## config.mk

```make
export PLATFORM = sky130hd
export DESIGN_NAME = if_fetch_ctrl
export DESIGN_NICKNAME = d
export VERILOG_FILES = /design/src/rtl/cpu_pkg.sv /design/src/rtl/fetch_fifo.sv /design/src/rtl/if_fetch_ctrl.sv
export SDC_FILE = /design/constraint.sdc
export NUM_CORES = 1
export LEC_CHECK = 0
export CORE_MARGIN = 2
export CORE_UTILIZATION = 25
export CTS_CLUSTER_DIAMETER = 40
export DETAILED_ROUTE_END_ITERATION = 12
export PLACE_DENSITY_LB_ADDON = 0.05
export SETUP_SLACK_MARGIN = 0.4
export SLEW_MARGIN = 20
export SYNTH_ARGS = -nofsm -noshare
export SYNTH_HDL_FRONTEND = slang
export SYNTH_HIERARCHICAL = 1
export SYNTH_SLANG_ARGS = --single-unit
export TNS_END_PERCENT = 100
```

## constraint.sdc

```tcl
create_clock -name clk -period 12.4 [get_ports clk]
set_input_delay 1.86 -clock clk [delete_from_list [all_inputs] [get_ports clk]]
set_output_delay 1.86 -clock clk [all_outputs]
set_load 0.005 [all_outputs]
```

## src/rtl/cpu_pkg.sv

```systemverilog
// Shared CPU definitions: datapath width, end-of-program marker, PC step and
// the fetch sequencer state encoding.
package cpu_pkg;

  localparam int          XLEN          = 32;
  localparam logic [31:0] INSTR_NOP_END = 32'h0000_0000;
  localparam logic [31:0] PC_STEP       = 32'd4;

  typedef enum logic [0:0] {
    FS_RUN  = 1'b0,
    FS_HALT = 1'b1
  } fetch_state_e;

  // Instruction addresses are word aligned; the two low bits never reach the PC.
  function automatic logic [XLEN-1:0] align_pc(input logic [XLEN-1:0] addr);
    return {addr[XLEN-1:2], 2'b00};
  endfunction

endpackage

```

## src/rtl/fetch_fifo.sv

```systemverilog
// Small circular FIFO holding {pc, instr} fetch entries with flush support.
// The caller guarantees no push into a full FIFO unless a pop happens too.
module fetch_fifo #(
  parameter int DEPTH = 2,
  parameter int W     = 64,
  parameter int PW    = $clog2(DEPTH),
  parameter int CW    = $clog2(DEPTH) + 1
) (
  input  logic          clk,
  input  logic          rst,
  input  logic          push,
  input  logic          pop,
  input  logic          flush,
  input  logic [W-1:0]  din,
  output logic [CW-1:0] count,
  output logic [W-1:0]  head
);

  logic [W-1:0]  mem_r [DEPTH];
  logic [PW-1:0] wr_ptr_r;
  logic [PW-1:0] rd_ptr_r;
  logic [CW-1:0] count_r;

  // Storage array; stale contents are never observed because count gates the head.
  always_ff @(posedge clk) begin
    if (push) begin
      mem_r[wr_ptr_r] <= din;
    end
  end

  // Pointer and occupancy bookkeeping; flush empties the queue in one cycle.
  always_ff @(posedge clk) begin
    if (rst || flush) begin
      wr_ptr_r <= {PW{1'b0}};
      rd_ptr_r <= {PW{1'b0}};
      count_r  <= {CW{1'b0}};
    end else begin
      if (push) wr_ptr_r <= wr_ptr_r + {{(PW-1){1'b0}}, 1'b1};
      if (pop)  rd_ptr_r <= rd_ptr_r + {{(PW-1){1'b0}}, 1'b1};
      case ({push, pop})
        2'b10:   count_r <= count_r + {{(CW-1){1'b0}}, 1'b1};
        2'b01:   count_r <= count_r - {{(CW-1){1'b0}}, 1'b1};
        default: count_r <= count_r;
      endcase
    end
  end

  assign count = count_r;
  assign head  = mem_r[rd_ptr_r];

endmodule

```

## src/rtl/if_fetch_ctrl.sv

```systemverilog
// Instruction-fetch sequencer: owns the PC, streams ROM words into a fetch
// FIFO toward decode, follows execute redirects and stops on the all-zero word.
module if_fetch_ctrl
  import cpu_pkg::*;
#(
  parameter logic [31:0] RESET_PC    = 32'd0,
  parameter int          QUEUE_DEPTH = 2,
  parameter int          CNT_W       = 32
) (
  input  logic             clk,
  input  logic             rst,
  output logic [31:0]      imem_addr,
  input  logic [31:0]      imem_rdata,
  input  logic             redirect_valid,
  input  logic [31:0]      redirect_pc,
  output logic             out_valid,
  input  logic             out_ready,
  output logic [31:0]      out_pc,
  output logic [31:0]      out_instr,
  output logic             halted,
  output logic [CNT_W-1:0] delivered_cnt
);

  localparam int            CW      = $clog2(QUEUE_DEPTH) + 1;
  localparam logic [CW-1:0] DEPTH_C = CW'(QUEUE_DEPTH);

  fetch_state_e     state_r;
  logic [31:0]      pc_r;
  logic             halted_r;
  logic [CNT_W-1:0] cnt_r;
  logic             push_s;
  logic             pop_s;
  logic             valid_s;
  logic [CW-1:0]    fifo_count_s;
  logic [63:0]      head_s;

  fetch_fifo #(
    .DEPTH (QUEUE_DEPTH),
    .W     (64)
  ) u_fifo (
    .clk   (clk),
    .rst   (rst),
    .push  (push_s),
    .pop   (pop_s),
    .flush (redirect_valid),
    .din   ({pc_r, imem_rdata}),
    .count (fifo_count_s),
    .head  (head_s)
  );

  assign valid_s = (fifo_count_s != {CW{1'b0}});

  // Handshake decode; a redirect cancels both the pop and the push of its cycle.
  always_comb begin
    pop_s  = valid_s & out_ready & ~redirect_valid;
    push_s = 1'b0;
    if (state_r == FS_RUN) begin
      push_s = ~redirect_valid & (imem_rdata != INSTR_NOP_END) &
               ((fifo_count_s < DEPTH_C) | pop_s);
    end else begin
      push_s = 1'b0;
    end
  end

  // PC and run/halt state machine; redirect wins over everything but reset.
  always_ff @(posedge clk) begin
    if (rst) begin
      pc_r     <= RESET_PC;
      state_r  <= FS_RUN;
      halted_r <= 1'b0;
    end else if (redirect_valid) begin
      pc_r     <= align_pc(redirect_pc);
      state_r  <= FS_RUN;
      halted_r <= 1'b0;
    end else begin
      case (state_r)
        FS_RUN: begin
          if (push_s) begin
            pc_r <= pc_r + PC_STEP;
          end else begin
            pc_r <= pc_r;
          end
          if (imem_rdata == INSTR_NOP_END) begin
            state_r  <= FS_HALT;
            halted_r <= 1'b1;
          end else begin
            state_r  <= FS_RUN;
            halted_r <= 1'b0;
          end
        end
        FS_HALT: begin
          pc_r     <= pc_r;
          state_r  <= FS_HALT;
          halted_r <= 1'b1;
        end
        default: begin
          pc_r     <= pc_r;
          state_r  <= FS_HALT;
          halted_r <= 1'b1;
        end
      endcase
    end
  end

  // Count of instructions actually accepted by decode.
  always_ff @(posedge clk) begin
    if (rst) begin
      cnt_r <= {CNT_W{1'b0}};
    end else if (pop_s) begin
      cnt_r <= cnt_r + {{(CNT_W-1){1'b0}}, 1'b1};
    end else begin
      cnt_r <= cnt_r;
    end
  end

  assign imem_addr     = pc_r;
  assign out_valid     = valid_s;
  assign out_pc        = valid_s ? head_s[63:32] : 32'd0;
  assign out_instr     = valid_s ? head_s[31:0]  : 32'd0;
  assign halted        = halted_r;
  assign delivered_cnt = cnt_r;

endmodule

```

## Word level (Yosys, flattened, before mapping)

Memory sizes are Yosys's and may differ from the RTL's. A register that Yosys moved wholly into a read port is not among the register bits.
Cells that the tools add are included.

- Add/subtract/negate cells: 6
- $mul: 0
- Div/mod/pow operators: 0
- $lt $le $gt $ge: 1
- Equal/unequal tests: 5
- Shift operators: 0
- Mux-type cells: 13
- Bitwise logic cells: 7
- Reduce and logical (&&, ||, !) cells: 8

Operators by type and width:

| cell | count |
|---|---|
| $mux W32 | 5 |
| $add A32 B1 Y32 const B | 1 |
| $add A32 B3 Y32 const B | 1 |
| $logic_not A32 Y1 | 1 |
| $reduce_bool A32 Y1 | 1 |
| $mux W1 | 6 |
| $and A1 B1 Y1 | 4 |
| $pmux W2 S2 | 1 |
| $reduce_and A2 Y1 | 2 |
| $reduce_bool A2 Y1 | 2 |
| $ne A3 B2 Y1 const B | 1 |
| $add A1 B1 Y1 const B | 2 |
| $add A2 B1 Y2 const B | 1 |
| $eq A2 B1 Y1 const B | 1 |
| $eq A2 B2 Y1 const B | 1 |
| $lt A2 B2 Y1 const B | 1 |
| $ne A2 B1 Y1 const B | 1 |
| $ne A2 B2 Y1 const B | 1 |
| $not A1 Y1 | 2 |
| $pmux W1 S2 | 1 |
| $reduce_or A2 Y1 | 1 |
| $sub A2 B1 Y2 const B | 1 |
| $logic_or A1 B1 Y1 | 1 |
| $or A1 B1 Y1 | 1 |

- Register bits after elaboration: 69
- Latch bits: 0
- RAM bits: 128
- ROM bits: 0
- Output and inout bits: 130
- Logic and storage cells: 48
- Memories: 1

Memories:

| memory | depth | bits a word | rd ports | clocked after memory_dff | wr ports | RTL line | text |
|---|---|---|---|---|---|---|---|
| u_fifo.mem_r | 2 | 64 | 1 | 1 | 1 | fetch_fifo.sv:19 | `logic [W-1:0] mem_r [DEPTH];` |

## Logic depth before layout (Yosys ltp)

Gate-level depths: netlist of run 1.

- Word-level depth: 9
- Mapped depth: 10
- Mapped depth without buffers: 9

## Hierarchy

Netlist of run 1, hierarchy kept.

By module, submodules not included:

| module | instances | cells an instance | area an instance (µm²) |
|---|---|---|---|
| fetch_fifo | 1 | 219 | 4799.6 |
| if_fetch_ctrl | 1 | 499 | 3876.2 |

## Worst setup path after synthesis of run 1

Ideal clock, no wire load.

- Path kind: in2reg
- Start point: input out_ready
- End point: memory u_fifo.mem_r[0][0], enable pin
- Library setup time: 0.486 ns
- Arrival: 5.524 ns
- Data required time: 11.914 ns
- Path slack: 6.390 ns
- Cell stages on the path: 7
- Cells stage by stage: nor2b_1 > nor3_1 > o21ai_1 > clkinv_1 > clkbuf_1 > inv_1 > nor2_1

- Word-level cells in the longest chain between the ends: 7

RTL lines:

| item | RTL line | text |
|---|---|---|
| from (decl) | if_fetch_ctrl.sv:17 | `input logic out_ready,` |
| $and A1 B1 Y1 (2 in series) | if_fetch_ctrl.sv:55 | `pop_s = valid_s & out_ready & ~redirect_valid;` |
| $or A1 B1 Y1 | if_fetch_ctrl.sv:59 | `((fifo_count_s < DEPTH_C) \| pop_s);` |
| $and A1 B1 Y1 | if_fetch_ctrl.sv:58 | `push_s = ~redirect_valid & (imem_rdata != INSTR_NOP_END) &` |
| $mux W1 | if_fetch_ctrl.sv:57 | `if (state_r == FS_RUN) begin` |
| named net push_s | if_fetch_ctrl.sv:31 | `logic push_s;` |
| $mux W1 | fetch_fifo.sv:26 | `if (push) begin` |
| $mux W1 (implied by the code) | fetch_fifo.sv:27 | `mem_r[wr_ptr_r] <= din;` |
| to (decl) | fetch_fifo.sv:19 |  |

The timed path passes the listed nets, and every way through them passes these cells.

## Worst setup path in the final report of run 1

- Start point: input imem_rdata[8]
- End point: register u_fifo.count_r[1], in the netlist u_fifo/count[1]

- Word-level cells in the longest chain between the ends: 6
- Elaborated cells between the ends (all ways): 8
- Classes of those cells: eq/ne: 2; mux: 2; bitwise: 2; reduce/logical: 2

RTL lines:

| item | RTL line | text |
|---|---|---|
| from (decl) | if_fetch_ctrl.sv:13 | `input logic [31:0] imem_rdata,` |
| $reduce_bool A32 Y1 * | if_fetch_ctrl.sv:58 |  |
| $and A1 B1 Y1 * (2 in series) | if_fetch_ctrl.sv:58 |  |
| $mux W1 * | if_fetch_ctrl.sv:57 |  |
| $eq A2 B1 Y1 / $eq A2 B2 Y1 (equally long branches) | fetch_fifo.sv:40 | `case ({push, pop})` |
| $pmux W2 S2 / $reduce_bool A2 Y1 (equally long branches) | -- |  |
| to (signal assigned) | fetch_fifo.sv:41 | `2'b10: count_r <= count_r + {{(CW-1){1'b0}}, 1'b1};` |
| to (signal assigned) | fetch_fifo.sv:42 | `2'b01: count_r <= count_r - {{(CW-1){1'b0}}, 1'b1};` |
| to (signal assigned) | fetch_fifo.sv:43 | `default: count_r <= count_r;` |
| to (decl) | fetch_fifo.sv:22 | `logic [CW-1:0] count_r;` |

Every way passes the cells marked *; elsewhere a longest branch is shown, timed or not.
A chain may end at the register's enable or synchronous reset.

==> flow_summary.json, run 1 <==
{
  "hold_depth": 2,
  "period_share_pct": 43.2,
  "insertion_delay_ns": 0.46,
  "period_needed_ns": 5.35,
  "io_buffers": 193,
  "grt_overflow_total": 0,
  "drc": 0,
  "r2r_cells": 7,
  "cts_num_sinks": 196,
  "post_cts_buffers": 0,
  "design.core.area_um2": 34400,
  "crit-reg2reg-launch": "u_fifo/count[1]$_SDFFE_PP0P_",
  "die_area_um2": 36200,
  "arrival_ns": 5.70,
  "hold_path_class": "flip-flop to flip-flop",
  "hold-path-endpoint": "delivered_cnt[31]$_SDFFE_PP0P_",
  "rows": 68,
  "fmax_mhz": 187,
  "n_fill_cell": 3468,
  "track_usage_pct": 14.2,
  "synth_top_area_share_pct": 44.3,
  "setup_viol": 0,
  "status": "completed",
  "place.gp.congestion": 0.756,
  "clock-root-buffer": "clkbuf_16",
  "drt_iter0_drc": 325,
  "grt_pass1_wl_um": 38700,
  "first_global_vias": 6608,
  "cts_tree": "yes",
  "synth-main-ff-cell": "edfxtp_1",
  "final_max_slew_viol_count": 0,
  "slew_headroom_pct": 28.6,
  "vias": 6373,
  "power_density_nw_per_um2": 126,
  "ys_seq_elements": 196,
  "start_util_pct": 25.2,
  "nNetsFinal": 969,
  "dp_hpwl_um": 16700,
  "die_h_um": 190,
  "grt_max_degree": 66,
  "wl_per_cell_um": 18.6,
  "drt_first_pass_iters": 4,
  "area_growth_pct": 34.7,
  "final-seq-area_um2": 5210,
  "synth_area_um2": 8680,
  "worstMarginPinSlew_ns": 1.07,
  "async_flop_share_pct": 0,
  "ys_types": 54,
  "r2r_end": "u_fifo/mem_r[0][41]$_DFFE_PP_",
  "synth.avg_cell_area_um2": 12.1,
  "htree_levels": 4,
  "r2r_slack_ns": 8.91,
  "critical_path_class": "primary input to flip-flop",
  "pin_count": 198,
  "clk_path_buf_depth": 2,
  "fin_ws_ns": 7.05,
  "worstHoldStart": "delivered_cnt[31]$_SDFFE_PP0P_",
  "drive_gt1_share_pct": 12.6,
  "antenna_found_initial": 3,
  "crit_path_end_kind": "flip-flop",
  "syn_inst": 718,
  "synthTopCellsByArea": "edfxtp_1 (44%), dfxtp_1 (16%), mux2_2 (8.8%)",
  "ir_drop_mv": 0.0915,
  "hold_viol_final": 0,
  "yosys.area.top_type": "edfxtp_1",
  "leakagePower_nw": 3.71,
  "die_w_um": 190,
  "wl_um": 25500,
  "rsz0062_at_grt": "false",
  "ctsResizeCount": 0,
  "cp_max_fo": 28,
  "ys_warn_count": 6,
  "tns_ns": 0,
  "ys_seq_area_share_pct": 60.0,
  "synth_edf_count": 128,
  "critPathLaunchType": "primary input",
  "viasPerCell": 4.66,
  "skew_ns": 0.0133,
  "pre_cts_slack_ns": 6.58,
  "cts_inserted_buffers": 17,
  "clkTransAtPathRegs_ns": 0.07,
  "postCtsHoldBufs": 0,
  "multi_input_area_um2": 3240,
  "crit_required_ns": 12.75,
  "cap_viol_max_count": 0,
  "ant_nets": 0
}
[cells in the final DEF (no fill, tap or decap), types with 6 or more instances in the layout]
cell             instances
a311oi_1                 6
o31ai_1                 21
or4_1                   20
a21oi_1                 25
o21ai_0                 19
conb_1                   6
or3_1                    9
clkdlybuf4s50_1        192
mux2_2                  68
nand4_1                 18
and4_1                   9
buf_4                    6
clkbuf_16               19
a211oi_1                 6
and2_1                  66
dfxtp_1                 67
nand3_1                 20
nand2_1                 34
xnor2_1                 14
nor2_1                  30
a31oi_1                 11
nor3_1                  17
inv_1                   16
nor4_1                  15
edfxtp_1               128
[layer usage]
metal  up-vias  share of wire (%)  global-route usage, %
met2       167                 49                   24.5
met3        23                5.5                   3.99
met4         2                1.4                   4.53
met5         -              0.051                      0
met1      3108                 44                   17.1
li1       3073                  -                      -
[state kept, by name, indices dropped and copies added, names as in the netlist, named ones only]
signal           count
imem_addr           30
u_fifo/wr_ptr_r      1
delivered_cnt       32
u_fifo/mem_r       128
halted               1
u_fifo/rd_ptr_r      1
u_fifo/count         2
[synthesized netlist by cell type (3+ instances only)]
cell	n
mux2i_1	4
xor2_1	3
and4_1	9
edfxtp_1	128
o31ai_1	21
a31oi_1	11
clkbuf_1	24
o21ai_0	19
buf_2	15
xnor2_1	14
ha_1	3
o2111a_1	3
or3_1	9
a211oi_1	6
mux2_2	68
and2_1	67
o221ai_1	3
nor4_1	15
or4_1	20
nand2_1	34
o21a_1	3
a21oi_1	25
nand4_1	18
inv_1	17
nor2_1	31
a311oi_1	6
dfxtp_1	68
nor2b_1	3
nor3_1	17
and3_1	5
nand3_1	20
[metrics by stage]
| stage | area, um^2 | total power [mW] | std cells | hold WS (ns) | utilization [%] |
|---|---|---|---|---|---|
| 2_1_floorplan | 8690 | 0.810 | 723 | 0.462 | - |
| 3_3_place_gp | 11100 | 0.890 | 1334 | 0.467 | 32.2 |
| 3_5_place_dp | 11100 | 0.893 | 1334 | 0.481 | 32.2 |
| 4_1_cts | 11700 | 1.49 | 1366 | 0.497 | 34.0 |
| 5_1_grt | 11700 | 1.53 | 1366 | 0.505 | 34.0 |
| 6_report | 11700 | 1.47 | 1368 | 0.492 | 34.0 |
[power by group]
part / internal (mW) / total, mW / switching (mW)
combinational: 0.0718 / 0.131 / 0.0592
clock: 0.334 / 0.591 / 0.258
sequential: 0.726 / 0.744 / 0.0183
total: 1.13 / 1.47 / 0.335
[worst max-delay path by stage]
| stage | start | to |
|---|---|---|
| 6_report | imem_rdata[8] | u_fifo/count[1]$_SDFFE_PP0P_ |
| 2_1_floorplan | out_ready | u_fifo/mem_r[0][0]$_DFFE_PP_ |
| 3_3_place_gp | imem_rdata[6] | u_fifo/mem_r[0][40]$_DFFE_PP_ |
| 3_5_place_dp | imem_rdata[8] | u_fifo/count[1]$_SDFFE_PP0P_ |
| 5_1_grt | imem_rdata[6] | u_fifo/count[1]$_SDFFE_PP0P_ |
| 4_1_cts | imem_rdata[8] | u_fifo/count[1]$_SDFFE_PP0P_ |
[final cells by class]
class	count	area share [%]
Sequential cell	196	44.6
Multi-Input combinational cell	466	27.7
Timing Repair Buffer	199	16.9
Tap cell	455	4.87
Clock buffer	23	4.37
Clock inverter	9	0.964
Inverter	18	0.578
Antenna cell	2	0.0428
[kinds of logic after synthesis]
kind of cell	Yosys count	share of synthesized area (%)
AO/OA/AOI/OAI	110	8.47
adder cells (fa/ha/maj)	3	0.433
buffers and inverters	61	3.03
multiplexers	72	9.29
flip-flops	196	60.0
other	1	0.0432
AND/OR/NAND/NOR	258	17.0
XOR/XNOR	17	1.72
[worst max-delay path, stage by stage]
cell and delay (ns):
clkdlybuf4s50_1 0.47, nor4_1 0.56, nand4_1 0.38, o21ai_1 0.28, clkinv_1 0.78, inv_1 0.40, ha_1 0.32, or3_1 0.37
a211oi_1 0.27
(Power assumes the default switching activity.)
==> inputs of run 2 (changes only) <==
==> constraint.sdc (replaced) <==
create_clock -name clk -period 4.85 [get_ports clk]
set_input_delay 0.7275 -clock clk [delete_from_list [all_inputs] [get_ports clk]]
set_output_delay 0.7275 -clock clk [all_outputs]
set_load 0.005 [all_outputs]
==> run 2 against run 1 <==
Compared with the run above: clock skew decreased by 0.0065 ns; clock-buffer cell count fell by 3; worst hold slack got worse by 0.0063 ns; global-route usage is 0.11 points lower; total power rose to 2.6 times the previous value; sequential power grew to 2.6 times the previous value; setup slack lost 5.8 ns; combinational power increased to 2.5 times the previous value; final cell count did not move.
==> flow_summary.json, run 2 (synthesis gave the netlist of run 1 again) <==
{
  "grt_overflow_total": 0,
  "critical_path_class": "primary input to flip-flop",
  "setup_viol": 0,
  "dp_hpwl_um": 16700,
  "first_global_vias": 6627,
  "period_needed_ns": 3.57,
  "design.core.area_um2": 34400,
  "crit_required_ns": 5.21,
  "cap_viol_max_count": 0,
  "io_buffers": 193,
  "total_power_mw": 3.75,
  "fmax_mhz": 280,
  "wl_um": 25300,
  "clk_path_buf_depth": 2,
  "clock-root-buffer": "clkbuf_16",
  "r2r_end": "delivered_cnt[22]$_SDFFE_PP0P_",
  "final-seq-area_um2": 5210,
  "ctsResizeCount": 0,
  "drive_gt1_share_pct": 12.5,
  "antenna_found_initial": 6,
  "insertion_delay_ns": 0.45,
  "skew_ns": 0.00677,
  "grt_util_met2_pct": 24.0,
  "grt.met3_usage_pct": 4.77,
  "crit-reg2reg-launch": "u_fifo/count[0]$_SDFFE_PP0P_",
  "die_w_um": 190,
  "final_common_cell": "clkdlybuf4s50_1",
  "crit_path_end_kind": "flip-flop",
  "pin_count": 198,
  "worstMarginPinSlew_ns": 1.05,
  "wl_per_cell_um": 18.5,
  "holdWs_ns": 0.486,
  "multi_input_area_um2": 3240,
  "critPathLaunchType": "primary input",
  "largest_reg_flops": 128,
  "place.gp.congestion": 0.773,
  "status": "completed",
  "cts_tree": "yes",
  "tns_ns": 0,
  "grtUsageMet1_pct": 17.1,
  "area_growth_pct": 34.6,
  "ir_drop_mv": 0.226,
  "grt_max_degree": 65,
  "htree_levels": 4,
  "hold_path_class": "flip-flop to flip-flop",
  "power_density_nw_per_um2": 321,
  "instances_no_fill": 1368,
  "hold-path-endpoint": "delivered_cnt[31]$_SDFFE_PP0P_",
  "die_area_um2": 36200,
  "vias": 6409,
  "nNetsFinal": 969,
  "die_h_um": 190,
  "arrival_ns": 3.93,
  "track_usage_pct": 14.1,
  "hold_depth": 2,
  "cp_max_fo": 9,
  "drt_first_pass_iters": 4,
  "r2r_slack_ns": 1.88,
  "n_fill_cell": 3493,
  "worstHoldStart": "delivered_cnt[31]$_SDFFE_PP0P_",
  "drt_iter0_drc": 335,
  "cts_inserted_buffers": 17,
  "ant_nets": 0,
  "cts_num_sinks": 196,
  "grt_pass1_wl_um": 38700,
  "period_share_pct": 73.6,
  "post_cts_buffers": 0,
  "viasPerCell": 4.68,
  "r2r_cells": 5,
  "slew_headroom_pct": 30.0,
  "start_util_pct": 25.2,
  "top_register": "u_fifo/mem_r",
  "rsz0062_at_grt": "false",
  "rows": 68,
  "hold_viol_final": 0,
  "dp_cells": 1334,
  "clkTransAtPathRegs_ns": 0.07,
  "mostFrequentLayoutCells": "clkdlybuf4s50_1 (192), edfxtp_1 (128), mux2_2 (68), dfxtp_1 (67), and2_1 (66)",
  "final_max_slew_viol_count": 0,
  "grt-busiest-layer": "met2",
  "leakagePower_nw": 3.70,
  "drc": 0,
  "postCtsHoldBufs": 0
}
[run 2: changes by cell type in the layout (fill, tap and decap cells not counted), sizes merged]
cell      change
bufinv        +2
clkinv        +1
clkinvlp      +1
inv           -1
clkbuf        -3
[run 2: critical path: stages]
cell	delay (ns)
clkdlybuf4s50_1	0.45
nor4_1	0.61
nand4_1	0.44
o21ai_1	0.30
clkinv_1	0.30
inv_1	0.22
ha_1	0.28
or3_1	0.36
a211oi_1	0.24
[run 2: per-stage QoR]
stage | area, um^2 | worst slack [ns] | util (%)
global route | 11700 | 1.13 | 34.0
global placement | 11100 | 0.932 | 32.2
floorplan | 8700 | 1.04 | -
finish | 11700 | 1.28 | 34.0
detailed placement | 11100 | 0.842 | 32.2
CTS | 11700 | 1.30 | 34.0
[run 2: layout make-up]
cell class / count / share of cell area (%)
Antenna cell: 2 / 0.0429
Clock inverter: 12 / 1.53
Inverter: 18 / 0.579
Multi-Input combinational cell: 466 / 27.7
Timing Repair Buffer: 199 / 16.9
Clock buffer: 20 / 3.74
Tap cell: 455 / 4.88
Sequential cell: 196 / 44.6
[run 2: how the worst max path moves through the flow]
stage / startpoint / endpoint / slack (ns) / cells after the start
2_1_floorplan: out_ready / u_fifo/mem_r[0][0]$_DFFE_PP_ / 1.04 / 7
3_5_place_dp: imem_rdata[6] / u_fifo/count[1]$_SDFFE_PP0P_ / 0.84 / 9
3_3_place_gp: imem_rdata[25] / u_fifo/count[1]$_SDFFE_PP0P_ / 0.93 / 9
6_report: imem_rdata[6] / u_fifo/count[1]$_SDFFE_PP0P_ / 1.28 / 9
5_1_grt: imem_rdata[6] / u_fifo/count[1]$_SDFFE_PP0P_ / 1.13 / 9
4_1_cts: imem_rdata[6] / u_fifo/count[1]$_SDFFE_PP0P_ / 1.30 / 9
[run 2: routing by layer]
layer	wire (um)	part of all wire, %
met2	12200	48
met1	11300	45
met4	231	0.91
met5	41	0.16
met3	1480	5.9
[run 2: report_power, final]
part / switching (mW) / total [mW] / internal, mW
combinational: 0.148 / 0.332 / 0.184
clock: 0.648 / 1.51 / 0.865
sequential: 0.0492 / 1.90 / 1.86
